File: src/rtl/addsub_arb_pkg.sv
// addsub_arb_pkg: shared FSM states, opcodes and requester ids for the add/sub arbiter
package addsub_arb_pkg;
    typedef enum logic [1:0] {IDLE, EXEC, RESP} state_t;
    localparam logic OP_ADD  = 1'b0;
    localparam logic OP_SUB  = 1'b1;
    localparam logic ID_REQ0 = 1'b0;
    localparam logic ID_REQ1 = 1'b1;
endpackage

File: src/rtl/addsub_arbiter_core.sv
// addsub_core: combinational WIDTH-bit add/sub; ADDSUB_ARB_OVF_EN adds a signed overflow output
module addsub_core
    import addsub_arb_pkg::*;
#(
    parameter int WIDTH = 16
) (
    input  logic [WIDTH-1:0] a,
    input  logic [WIDTH-1:0] b,
    input  logic             op,
    output logic [WIDTH-1:0] result,
    output logic             carry_sign
`ifdef ADDSUB_ARB_OVF_EN
    ,
    output logic             ovf
`endif
);
    logic [WIDTH-1:0] b_eff;
    logic [WIDTH:0]   sum;
    assign b_eff      = (op == OP_SUB) ? ~b : b;
    assign sum        = {1'b0, a} + {1'b0, b_eff} + {{WIDTH{1'b0}}, op == OP_SUB};
    assign result     = sum[WIDTH-1:0];
    // subtract reports borrow, which is the inverted carry of a + ~b + 1
    assign carry_sign = (op == OP_SUB) ? ~sum[WIDTH] : sum[WIDTH];
`ifdef ADDSUB_ARB_OVF_EN
    assign ovf = (a[WIDTH-1] == b_eff[WIDTH-1]) && (result[WIDTH-1] != a[WIDTH-1]);
`endif
endmodule

File: src/rtl/addsub_arbiter.sv
// addsub_arbiter: round-robin share of one add/sub core between two requesters, one op in flight.
// ADDSUB_ARB_OVF_EN adds the registered signed-overflow output rsp_ovf.
module addsub_arbiter
    import addsub_arb_pkg::*;
#(
    parameter int WIDTH     = 16,
    parameter bit PRIO_INIT = 1'b0
) (
    input  logic             clk,
    input  logic             rst_n,
    input  logic             req0_valid,
    output logic             req0_ready,
    input  logic [WIDTH-1:0] req0_a,
    input  logic [WIDTH-1:0] req0_b,
    input  logic             req0_op,
    input  logic             req1_valid,
    output logic             req1_ready,
    input  logic [WIDTH-1:0] req1_a,
    input  logic [WIDTH-1:0] req1_b,
    input  logic             req1_op,
    output logic             rsp_valid,
    input  logic             rsp_ready,
    output logic             rsp_id,
    output logic [WIDTH-1:0] rsp_result,
    output logic             rsp_carry_sign
`ifdef ADDSUB_ARB_OVF_EN
    ,
    output logic             rsp_ovf
`endif
);
    state_t           state, state_nxt;
    logic             ptr, gnt0, gnt1;
    logic [WIDTH-1:0] a_q, b_q, core_res;
    logic             op_q, id_q, core_cs;
`ifdef ADDSUB_ARB_OVF_EN
    logic             core_ovf;
`endif

    addsub_core #(.WIDTH(WIDTH)) u_core (
        .a          (a_q),
        .b          (b_q),
        .op         (op_q),
        .result     (core_res),
        .carry_sign (core_cs)
`ifdef ADDSUB_ARB_OVF_EN
        ,
        .ovf        (core_ovf)
`endif
    );

    always_comb begin
        state_nxt = state;
        gnt0      = 1'b0;
        gnt1      = 1'b0;
        case (state)
            IDLE: begin
                gnt0 = rst_n & req0_valid & (~req1_valid | (ptr == ID_REQ0));
                gnt1 = rst_n & req1_valid & (~req0_valid | (ptr == ID_REQ1));
                if (gnt0 | gnt1) state_nxt = EXEC;
            end
            EXEC:    state_nxt = RESP;
            RESP:    state_nxt = rsp_ready ? IDLE : RESP;
            default: state_nxt = IDLE;
        endcase
    end

    assign req0_ready = gnt0;
    assign req1_ready = gnt1;
    assign rsp_valid  = (state == RESP);

    always_ff @(posedge clk) begin
        if (!rst_n) begin
            state          <= IDLE;
            ptr            <= PRIO_INIT;
            a_q            <= '0;
            b_q            <= '0;
            op_q           <= OP_ADD;
            id_q           <= ID_REQ0;
            rsp_id         <= ID_REQ0;
            rsp_result     <= '0;
            rsp_carry_sign <= 1'b0;
`ifdef ADDSUB_ARB_OVF_EN
            rsp_ovf        <= 1'b0;
`endif
        end else begin
            state <= state_nxt;
            if (gnt0 | gnt1) begin
                a_q  <= gnt1 ? req1_a : req0_a;
                b_q  <= gnt1 ? req1_b : req0_b;
                op_q <= gnt1 ? req1_op : req0_op;
                id_q <= gnt1 ? ID_REQ1 : ID_REQ0;
            end
            if (state == EXEC) begin
                rsp_result     <= core_res;
                rsp_carry_sign <= core_cs;
                rsp_id         <= id_q;
`ifdef ADDSUB_ARB_OVF_EN
                rsp_ovf        <= core_ovf;
`endif
            end
            // the requester just served loses priority to the other one
            if (state == RESP && rsp_ready) ptr <= ~rsp_id;
        end
    end
endmodule

File: config.mk
export PLATFORM = sky130hd
export DESIGN_NAME = addsub_arbiter
export DESIGN_NICKNAME = d
export VERILOG_FILES = /design/src/rtl/addsub_arb_pkg.sv /design/src/rtl/addsub_arbiter_core.sv /design/src/rtl/addsub_arbiter.sv
export SDC_FILE = /design/constraint.sdc
export NUM_CORES = 1
export LEC_CHECK = 0
export BUFFER_PORTS_ARGS = -buffer_cell sky130_fd_sc_hd__buf_2
export CORE_MARGIN = 2
export CORE_UTILIZATION = 45
export CTS_CLUSTER_SIZE = 8
export DETAILED_ROUTE_END_ITERATION = 12
export HOLD_SLACK_MARGIN = 0.15
export PLACE_DENSITY = 0.68
export SYNTH_ARGS = -nofsm -noshare
export SYNTH_HDL_FRONTEND = slang
export SYNTH_HIERARCHICAL = 1
export SYNTH_SLANG_ARGS = --single-unit
File: constraint.sdc
create_clock -name clk -period 3 [get_ports clk]
set_input_delay 0 -clock clk [delete_from_list [all_inputs] [get_ports clk]]
set_output_delay 0 -clock clk [all_outputs]
set_load 0.03 [all_outputs]
==> summary.md, run 1 <==
The flow ran to the end, and the final reports show no timing, DRC or antenna violations. In this run, placement finished with an instance count of 654. STA classifies the critical path endpoint as a register. For this run, the top clock speed supported by timing is 0.358 GHz. The routed design has 11,100 um of wire. Area share of the largest cell type after synthesis: 0.283.

For the effective utilization at floorplan, the log shows 0.469. The die extent in y is 97.0 um, and the floorplan die area is 9410 sq um. On the critical path, the stage with the largest delay is an instance of sky130_fd_sc_hd__fa_1. For this run the aggregate overflow at the end of global routing stands at 0. First-pass iteration count of the detailed router: 5.

The maximum fanout along the worst path is 4, and the total power is 2.20 mW. The max-slew violation count came out at 0. For flop-to-flop paths, the worst setup slack is 0.20 ns. Buffers inserted during clock tree synthesis total 5. For the clock skew, the log shows 0.0117 ns. The standard cell core area is 8300 sq um, and the portion of the post-synthesis area used by sequential elements is 0.283. The worst setup path is launched from a register. The number of global-route vias before repair was 3,847. Setup repair after global routing left no endpoint under its margin. The average via count per standard cell came out at 5.60.

The number of antenna violations at the first check in global routing was 0. The first global-routing pass estimated 18,500 um of wire. The run gives 2.97 ns as the arrival time at the worst endpoint. Register clock-pin slew on the reported worst setup and hold paths: 0.10 ns. The proportion of layout cells with a drive suffix above 1 came out at 0.210. In this run the static leakage power is 2.41 nW.

The number of H-tree levels came out at 2. The critical path in this run is classified as reg2reg. The total vias in the final route was 4,027. The run gives 0.201 mV as the largest vdd supply drop. TritonCTS built the clock tree. Once the clock tree was built, the setup fixing pass inserted 0 buffers. The first routing iteration left 147 violations.

The kind of path behind the tightest hold check is in2reg. The critical path goes through mux2_2 > fa_1 > a21o_1 > a221oi_4 > a21boi_2 > o21a_1 > or3_1 > and3_1 > nand2_1 > a21oi_1. The logs give 4970 sq um for the cell area after layout and 67 for the maximum number of pins on one net before global-route repair.

Max-cap violations in this run came to 0. The worst hold path passes through 4 cells. Synthesis inferred 55 register bits.

Setup total negative slack on the finished layout was measured at 0 ns. The share of synthesized registers carrying an async set or reset is 0. The startpoint of the most critical register-to-register path is b_q[0]. The final-layout worst hold slack is 0.151 ns. Count of port buffers added during placement: 91. The worst register-to-register path ends at rsp_carry_sign.

The routed wirelength normalized by instance count is 15.5 um, and the post-synthesis instance total is 492. By area the synthesized netlist is led by sky130_fd_sc_hd__dfxtp_1 (28%), sky130_fd_sc_hd__o311a_1 (8.5%), sky130_fd_sc_hd__nand2_1 (7.9%), sky130_fd_sc_hd__o21bai_1 (6.6%), sky130_fd_sc_hd__a31oi_1 (5.6%). The measured slew at the worst slew-check pin works out to 0.965 ns. Setup violations remaining at the end of the flow were counted as 0. In this run the horizontal extent of the chip is 97.0 um. The tools report the final cell count without fillers as 719. The leading area contributor after synthesis is sky130_fd_sc_hd__dfxtp_1. For the count of unresolved DRC violations after routing, the log shows 0. The number of cells on the worst reg-to-reg path is 10. The period utilization was 0.932; the number of routed nets with antenna violations was 0.

The maximum cell stage delay along the critical path works out to 0.40 ns. The path with the worst hold slack has its endpoint at b_q[8]. The Yosys step of the flow raised 6 warnings.

The worst min-delay path startpoint was req0_b[8]. The cell type group with the largest total delay on the critical path was compound AO/OA/AOI/OAI gates. Post-detailed-placement cell area: 4300 sq um. Most used flip-flop cell after synthesis: sky130_fd_sc_hd__dfxtp_1. Global placer's final weighted congestion: 0.893. In this run, synthesis inferred 0 flip-flops with an integrated enable. The clock period could shrink to 2.80 ns. The power density over cell area is 442 nW/um^2, and the net count after synthesis is 579.

The number of diodes is 0. The netlist uses 46 different library cells. The total routing resource utilization after global routing came out at 0.235. The count of buffer and inverter cells on the critical path is 0, and the final-stage net count is 700.

The logs give 33 for the placement row count and 55 for the clock net sink count. Clock latency of the later-clocked register in the worst-skew pair: 0.31 ns. A synthesized cell averages 7.91 sq um. CTS placed an instance of sky130_fd_sc_hd__clkbuf_8 at the clock tree root. Relative max-transition margin: 0.354. The tools report the number of buffers on the longest clock path as 2. In this run the cell area of the synthesized design comes to 3890 sq um.

The run gives 3.17 ns as the data required time of the worst path. Relative to the synthesized area, the layout overhead comes to 27.7%. The placed wire-length estimate is 7470 um, and the number of hold violations in the final report is 0. 92 I/O pins were placed.
## synthesized netlist by cell type, types with 10 or more instances
library cell / instances
sky130_fd_sc_hd__o311a_1: 33
sky130_fd_sc_hd__clkbuf_1: 20
sky130_fd_sc_hd__inv_1: 34
sky130_fd_sc_hd__a31oi_1: 35
sky130_fd_sc_hd__nand2_1: 82
sky130_fd_sc_hd__o21bai_1: 34
sky130_fd_sc_hd__ha_1: 15
sky130_fd_sc_hd__a21oi_1: 31
sky130_fd_sc_hd__nor3_1: 28
sky130_fd_sc_hd__buf_6: 10
sky130_fd_sc_hd__dfxtp_1: 55
sky130_fd_sc_hd__xor2_1: 20
## cells by family after synthesis
group / count (synthesis) / share of synthesized area
adders and majority gates: 16 / 0.0533
and+or+nand+nor: 151 / 0.185
DFF: 55 / 0.283
buffers and inverters: 80 / 0.106
xor gates and xnor gates: 28 / 0.0630
AOI/OAI and AO/OA: 161 / 0.307
muxes: 1 / 0.00289
## area by class of cell
type                    instances  area (sq um)
inverters                      35           131
multi-input cells             357          2380
repair buffers                159          1120
clock buffers                   8           100
fillers                       762          3330
well taps                     105           131
flip-flops and latches         55          1100
## state kept, by name (all words and copies together) (netlist names)
| register | flops |
|---|---|
| rsp_id | 1 |
| a_q | 16 |
| id_q | 1 |
| ptr | 1 |
| op_q | 1 |
| rsp_result | 16 |
| state | 2 |
| rsp_carry_sign | 1 |
| b_q | 16 |
## routing by layer
layer  up-vias  routed length [um]  global-route usage
met2       149                5070               0.379
met3        15                 625              0.0303
met5         -                   0                   0
met1      1860                5240               0.334
li1       2003                   -                   -
met4         0                 178              0.0585
## worst min-delay path: stages
cell and delay, ns:
sky130_fd_sc_hd__buf_2 0.08, sky130_fd_sc_hd__inv_1 0.03, sky130_fd_sc_hd__a31oi_1 0.14, sky130_fd_sc_hd__o311a_1 0.17
## per-stage QoR
step | setup slack (ns) | util
after detailed placement | 0.101 | 0.518
after floorplan | 0.0613 | -
after global routing | 0.0848 | 0.599
after CTS | 0.0919 | 0.599
after global placement | 0.179 | 0.518
final | 0.203 | 0.599
## cells in the final DEF (no fill, tap or decap), types with 2 or more instances in the layout
cell,n
sky130_fd_sc_hd__buf_2,91
sky130_fd_sc_hd__nand2_1,82
sky130_fd_sc_hd__dlygate4sd3_1,57
sky130_fd_sc_hd__dfxtp_1,54
sky130_fd_sc_hd__a31oi_1,35
sky130_fd_sc_hd__inv_1,34
sky130_fd_sc_hd__o21bai_1,34
sky130_fd_sc_hd__o311a_1,33
sky130_fd_sc_hd__a21oi_1,31
sky130_fd_sc_hd__nor3_1,28
sky130_fd_sc_hd__xor2_1,20
sky130_fd_sc_hd__ha_1,15
sky130_fd_sc_hd__buf_4,10
sky130_fd_sc_hd__a21o_1,9
sky130_fd_sc_hd__nor2_1,8
sky130_fd_sc_hd__xnor2_1,8
sky130_fd_sc_hd__nor3_2,7
sky130_fd_sc_hd__clkbuf_8,7
sky130_fd_sc_hd__o21ai_0,6
sky130_fd_sc_hd__nand2b_1,5
sky130_fd_sc_hd__nand3_1,4
sky130_fd_sc_hd__and3_1,3
sky130_fd_sc_hd__a211oi_1,3
sky130_fd_sc_hd__nor2b_1,2
sky130_fd_sc_hd__nand4_1,2
sky130_fd_sc_hd__nor4_1,2
## report_power, final
group	switching, mW	internal [mW]	total (mW)
logic	0.496	0.391	0.886
clock network	0.245	0.212	0.456
registers	0.0548	0.801	0.856
## how the worst max path moves through the flow
stage | end | cells past startpoint | slack (ns) | start
6_report | rsp_carry_sign | 10 | 0.20 | b_q[0]
5_1_grt | rsp_carry_sign | 10 | 0.08 | b_q[0]
4_1_cts | rsp_carry_sign | 11 | 0.09 | op_q
3_5_place_dp | rsp_carry_sign | 11 | 0.10 | op_q
3_3_place_gp | rsp_carry_sign | 11 | 0.18 | op_q
2_1_floorplan | rsp_carry_sign | 12 | 0.06 | op_q
## what timing repair did
action	4_1_cts	5_1_grt
hold buffers	57	0
resized for setup	0	1
setup endpoints to repair	0	2
hold endpoints to repair	32	0
No activity file was read; power rests on OpenSTA's default activity.
==> inputs of run 2 (changes only) <==
Settings changed: CORE_UTILIZATION 45 to 31, MAX_ROUTING_LAYER set to met4, PLACE_DENSITY 0.68 to 0.5.
==> run 2 against run 1 <==
Effect of this change:
- clock skew shrank 0.0020 ns
- non-clock buffer count shrank 16
- die area grew 43%
- combinational power shrank 3.4%
- largest power group is now sequential cells
- highest routed layer unchanged
==> summary.md, run 2 (synthesis results as in run 1) <==
For the floorplan die area, the log shows 13,500 sq um (+43%). The shortest clock period the worst path allows after layout works out to 2.74 ns (-0.0580 ns). For the placement row count, the log shows 40 (+21%). The number of buffers on the longest clock path was 2 (unchanged).

The run finished with clean final reports. The number of diodes was 0 (unchanged); the first-pass iteration count of the detailed router was 6 (+1). The tools report the number of antenna violations at the first check in global routing as 0 (unchanged). TritonCTS built the clock tree. The maximum fanout along the worst path was 4 (unchanged); the met1 demand-to-capacity share in global routing was 0.252 (-0.0812). For the placed instance count, the log shows 716 (+9.5%).

The root buffer selected by CTS was sky130_fd_sc_hd__clkbuf_16. Relative to the synthesized area, the layout overhead comes to 28.0%. The average via count per standard cell was 5.03 (-10%); the violation count after the first detailed-routing iteration was 183 (+24%). The static power due to leakage is 2.36 nW (-2.0%), and the max-slew violation count is 0 (unchanged). The overall overflow remaining after global route was 0 (unchanged); the total vias in the final route was 3,854 (-4.3%). The library cells used most frequently in the layout, excluding fill and tap cells, are sky130_fd_sc_hd__buf_2 (91), sky130_fd_sc_hd__nand2_1 (82), sky130_fd_sc_hd__dfxtp_1 (54). The power density over cell area works out to 494 nW/um^2 (+12%). Setup repair after global routing left no endpoint under its margin. For the clock latency of the later-clocked register in the worst-skew pair, the log shows 0.29 ns (-0.02 ns). The register clock-pin slew on the reported worst setup and hold paths works out to 0.07 ns (-0.03 ns).

The clock net sink count was 55 (unchanged). The met2 demand-to-capacity share in global routing was 0.274 (-0.105); the effective utilization at floorplan was 0.321 (-0.148). The count of unresolved DRC violations after routing is 0 (unchanged), and the maximum achievable frequency is 0.365 GHz (+2.1%). Leaving out fill and tap cells, the most frequent cell in the layout is sky130_fd_sc_hd__buf_2. The run gives 0.869 (-2.6%) as the global placer's final weighted congestion. The relative max-transition margin was 0.369 (+0.0146); the setup-violating endpoint count in the final report was 0 (unchanged). The data required time of the worst path was 3.15 ns (-0.02 ns); the number of CTS-inserted buffers was 5 (unchanged). The standard cell core area came out at 12,100 sq um (+46%). The count of port buffers added during placement was 91 (unchanged); the number of hold violations in the final report was 0 (unchanged). The count of cells along the worst register-to-register path is 10 (unchanged), and the total routing resource utilization after global routing is 0.179 (-0.0560).

The run gives 0 (unchanged) as the max-capacitance violation count. The global routing stage identified its most utilized layer as met2. Placed wire-length estimate: 8210 um (+9.9%).

The die outline width works out to 116 um (+20%). Worst hold path stage count: 4 (unchanged). The proportion of layout cells with a drive suffix above 1 came out at 0.216 (+0.00562). The tools report the total wire length as 11,400 um (+2.3%).

The setup path with the least slack is of type reg2reg. The wire length of the first global-routing pass is 18,800 um (+1.7%), and the clock skew is 0.00972 ns (-0.00195 ns). The largest vdd supply drop is 0.228 mV (+13%).

The I/O pin total was 92 (unchanged); the number of global-route vias before repair was 3,799 (-1.2%). Final cell count without fillers: 766 (+6.5%). In the final layout, the registers with the most flip-flops are a_q (16), b_q (16), rsp_result (16). The number of H-tree levels came out at 2 (unchanged).

The global routing met3 resource utilization is 0.0251 (-0.00524). The measured slew at the worst slew-check pin is 0.944 ns (-0.0219 ns). STA classifies the critical path startpoint as a register. STA classifies the critical path endpoint as a register. The tightest min-delay check is of the in2reg type. For the number of routed nets with antenna violations, the log shows 0 (unchanged).

The period utilization works out to 0.913 (-0.0193). The routed wirelength normalized by instance count works out to 14.8 um (-4.0%). Final-layout setup total negative slack: 0 ns (unchanged). Die extent in y: 116 um (+20%). The arrival time at the worst endpoint is 2.89 ns (-0.08 ns), and the final-stage net count is 684 (-2.3%). Maximum number of pins on one net before global-route repair: 49 (-27%).
-- run 2: cell types whose count changed in the layout (fill, tap and decap cells not counted), sizes merged --
cell	previous run	this run
dlygate4sd3	57	42
buf	102	101
clkbuf	8	5
clkinvlp	0	1
bufinv	0	2
-- run 2: report_power, final --
group          switching [mW]  leakage (nW)  total, mW  internal [mW]
Combinational           0.488          1.82      0.856          0.368
Clock                   0.273        0.0900      0.751          0.478
Sequential             0.0553         0.452      0.856          0.801
-- run 2: repair_timing --
item | 4_1_cts | 5_1_grt
endpoints found under the hold margin | 27 | 0
gates resized for setup | 0 | 1
setup endpoints to repair | 0 | 3
hold buffers | 42 | 0
buffers inserted | 0 | 0
-- run 2: layer usage --
layer  vias up  share of wire
li1       1973              -
met1      1776           0.51
met2        94           0.44
met3        11          0.038
met4         0         0.0098
met5         -              0
-- run 2: worst paths after layout --
kind                 start  slack [ns]              to
max                 b_q[0]        0.26  rsp_carry_sign
min             req0_a[14]        0.14         a_q[14]
max reg2reg         b_q[0]        0.26  rsp_carry_sign
min reg2reg  rsp_result[6]        0.45   rsp_result[6]
-- run 2: area by class of cell --
type	count	area (sq um)
Clock inverter	3	67.6
Inverter	35	131
Clock buffer	5	125
Fill cell	1267	7130
Timing Repair Buffer	143	963
Tap cell	168	210
Multi-Input combinational cell	357	2380
Sequential cell	55	1100
-- run 2: critical path, stage by stage, from the launching register on --
cell,delay [ns]
sky130_fd_sc_hd__dfxtp_1,0.37
sky130_fd_sc_hd__mux2_2,0.37
sky130_fd_sc_hd__fa_1,0.40
sky130_fd_sc_hd__a21o_1,0.22
sky130_fd_sc_hd__a221oi_4,0.30
sky130_fd_sc_hd__a21boi_2,0.11
sky130_fd_sc_hd__o21a_1,0.24
sky130_fd_sc_hd__or3_1,0.34
sky130_fd_sc_hd__and3_1,0.15
sky130_fd_sc_hd__nand2_1,0.05
sky130_fd_sc_hd__a21oi_1,0.05
-- run 2: per-stage QoR --
stage	util	total power, mW	hold WS [ns]	setup WS, ns	instance area [sq um]
floorplan	-	1.48	0.116	0.0613	3890
global placement	0.361	1.67	0.231	0.197	4370
detailed placement	0.361	1.67	0.247	0.152	4370
CTS	0.411	2.48	0.150	0.130	4980
global route	0.412	2.61	0.166	0.0848	4980
finish	0.412	2.46	0.141	0.261	4980
==> inputs of run 3 (changes only) <==
Settings changed: CORE_UTILIZATION 31 to 59, PLACE_DENSITY 0.5 to 0.86.
Clock period 3 ns to 3.4 ns, I/O delays scaled along.
==> run 3 against run 2 <==
Effect of this change:
- total power is 17% lower
- wire length is 2.3% higher
- cell count is 11% lower
- clock power is 31% lower
- sequential power is 12% lower
- hold slack better by 0.014 ns
==> summary.md, run 3 (synthesis results as in run 1) <==
Standard cell core area: 6350 sq um (-48%). The internal portion of total power was 1.33 mW (-19%); the clock net sink count was 55 (unchanged). Measured slew at the worst slew-check pin: 1.18 ns (+0.232 ns).

Compared with the post-synthesis result, the final layout area differs by 25.4%. The tools report the total vias in the final route as 4,235 (+9.9%). For the sequential share of power, the log shows 0.368 (+0.020). The worst hold path stage count came out at 4 (unchanged).

Wire length of the first global-routing pass: 19,100 um (+1.2%). The run gives 0.252 (-0.053) as the clock share of power. The violation count after the first detailed-routing iteration is 360 (+97%). Leaving out fill and tap cells, the most frequent cells in the layout are sky130_fd_sc_hd__buf_2 (91), sky130_fd_sc_hd__nand2_1 (82), sky130_fd_sc_hd__dfxtp_1 (55). The run gives 0.216 (-0.153) as the relative max-transition margin. The number of buffers on the longest clock path was 2 (unchanged). The run gives 3,991 (+5.1%) as the number of global-route vias before repair. The tools report the arrival time at the worst endpoint as 3.20 ns (+0.31 ns). The max-slew violation count came out at 0 (unchanged). The worst setup slack for register-to-register paths is 0.38 ns (+0.12 ns).

The leading cell type in the layout, fill and taps excluded is sky130_fd_sc_hd__buf_2. Number of routed nets with antenna violations: 0 (unchanged). The run finished with clean final reports.

For the number of H-tree levels, the log shows 2 (unchanged). The path class of the tightest hold or removal check is in2reg. The setup-violating endpoint count in the final report was 0 (unchanged). STA classifies the critical path startpoint as a register. The run gives 0.342 mV (+50%) as the largest vdd supply drop.

The clock skew is 0.00801 ns (-0.00171 ns), and the total setup buffers inserted after CTS is 0 (unchanged). The count of unresolved DRC violations after routing is 0 (unchanged). The clock latency of the later-clocked register in the worst-skew pair is 0.31 ns (+0.02 ns).

For the data required time of the worst path, the log shows 3.58 ns (+0.43 ns). The total wire length is 11,600 um (+2.3%). The average via count per standard cell was 6.20 (+23%). The register clock-pin slew on the reported worst setup and hold paths is 0.10 ns (+0.03 ns).

The worst register-to-register path begins at op_q. The static power due to leakage came out at 2.37 nW (+0.55%). The logs give 52 (+6.1%) for the maximum number of pins on one net before global-route repair and 0.926 (+6.5%) for the global placer's final weighted congestion. The run gives 0.423 (+0.170) as the met1 demand-to-capacity share in global routing.

The endpoint identified for the worst register-to-register timing path is rsp_carry_sign. Effective utilization at floorplan: 0.613 (+0.292). Setup repair after global routing left no endpoint under its margin.

The number of instances resized during post-cts repair was 0 (unchanged); the shortest clock period the worst path allows after layout was 3.02 ns (+0.283 ns). The run gives 0 (unchanged) as the number of hold violations in the final report. The tools report the floorplan die area as 7270 sq um (-46%). The tools report the max-capacitance violation count as 0 (unchanged). The period utilization was 0.889 (-0.0242); the routed wirelength normalized by instance count was 17.0 um (+15%).

The fill cell total of the finished layout is 458 (-64%). The tools report the kind of end point of the critical path as a register. The path with the worst hold slack has its endpoint at a_q[0]. For the combinational power share, the log shows 0.380 (+0.032). The category of the critical setup timing path is reg2reg. The met2 demand-to-capacity share in global routing is 0.544 (+0.270), and the die outline width is 85.2 um (-27%). The largest registers in the layout are a_q (16), b_q (16), rsp_result (16). Worst min-delay path startpoint: req0_a[0]. The final-layout setup total negative slack was 0 ns (unchanged); the switching power as a share of total power was 0.350 (+0.0184). For the maximum achievable frequency, the log shows 0.331 GHz (-9.4%).

The run gives 7 (+1) as the first-pass iteration count of the detailed router. Clock tree synthesis selected as its root buffer the cell sky130_fd_sc_hd__clkbuf_8. The final-stage net count was 692 (+1.2%). The logs give 0.332 (+0.153) for the total routing resource utilization after global routing and 623 (-13%) for the placed instance count.

The power density over cell area was 420 nW/um^2 (-15%); the placement row count was 29 (-28%). The peak-usage layer in the global routing report was met2. The tools report the overall overflow remaining after global route as 0 (unchanged). The die extent in y is 85.2 um (-27%), and the count of port buffers added during placement is 91 (unchanged). The global routing met3 resource utilization was 0.0516 (+0.0265); the switching power total was 0.717 mW (-12%).

The tools report the number of CTS-inserted buffers as 5 (unchanged). The maximum fanout along the worst path was 12 (+8); the count of cells along the worst register-to-register path was 10 (unchanged). Placed wire-length estimate: 7250 um (-12%).

The number of diodes came out at 0 (unchanged). TritonCTS built the clock tree. The proportion of layout cells with a drive suffix above 1 is 0.206 (-0.00945). Number of antenna violations at the first check in global routing: 0 (unchanged). I/O pin total: 92 (unchanged). The final cell count without fillers is 683 (-11%).

For the final-layout worst hold slack, the log shows 0.155 ns (+0.0143 ns).
## run 3: worst max-delay path by stage
stage	startpoint	end	slack, ns	depth (start not counted)
2_1_floorplan	op_q	rsp_carry_sign	0.46	12
3_3_place_gp	op_q	rsp_carry_sign	0.54	10
3_5_place_dp	op_q	rsp_carry_sign	0.46	10
4_1_cts	op_q	rsp_carry_sign	0.44	10
5_1_grt	op_q	rsp_result[14]	0.24	10
6_report	op_q	rsp_carry_sign	0.38	10
## run 3: metal layers
metal | vias to the layer above | wire length [um]
li1 | 1983 | -
met1 | 1947 | 4750
met2 | 263 | 5600
met3 | 42 | 934
met4 | 0 | 354
met5 | - | 0
## run 3: area by class of cell
cell class	count	area, sq um	area share
multi-input combinational	357	2380	0.488
inverter	35	131	0.0269
sequential	55	1100	0.226
clock inverter	2	60.1	0.0123
timing repair buffer	151	1040	0.212
tap	77	96.3	0.0197
clock buffer	6	72.6	0.0149
## run 3: power by group through the flow
stage	Clock [mW]	Combinational, mW	Sequential, mW
2_1_floorplan	0	0.514	0.792
3_3_place_gp	0	0.676	0.766
3_5_place_dp	0	0.689	0.767
4_1_cts	0.518	0.752	0.753
5_1_grt	0.537	0.846	0.761
6_report	0.516	0.779	0.754
## run 3: worst max-delay path, stage by stage (launching register included)
cell	delay [ns]
sky130_fd_sc_hd__dfxtp_1	0.69
sky130_fd_sc_hd__xor2_1	0.20
sky130_fd_sc_hd__fa_1	0.48
sky130_fd_sc_hd__a21o_1	0.25
sky130_fd_sc_hd__a221oi_4	0.31
sky130_fd_sc_hd__a21boi_2	0.12
sky130_fd_sc_hd__o21a_1	0.24
sky130_fd_sc_hd__or3_1	0.34
sky130_fd_sc_hd__and3_1	0.14
sky130_fd_sc_hd__nand2_1	0.05
sky130_fd_sc_hd__a21oi_1	0.06
## run 3: repair_timing
action	in CTS	in global routing
hold buffers	51	1
endpoints found under the setup margin	0	0
hold endpoints to repair	30	1
## run 3: metrics by stage
stage	total power [mW]	setup WS, ns	utilization	instance area, sq um
floorplan	1.31	0.461	-	3890
global placement	1.44	0.545	0.666	4230
detailed placement	1.46	0.455	0.666	4230
CTS	2.02	0.436	0.767	4870
global route	2.14	0.240	0.769	4880
finish	2.05	0.378	0.769	4880
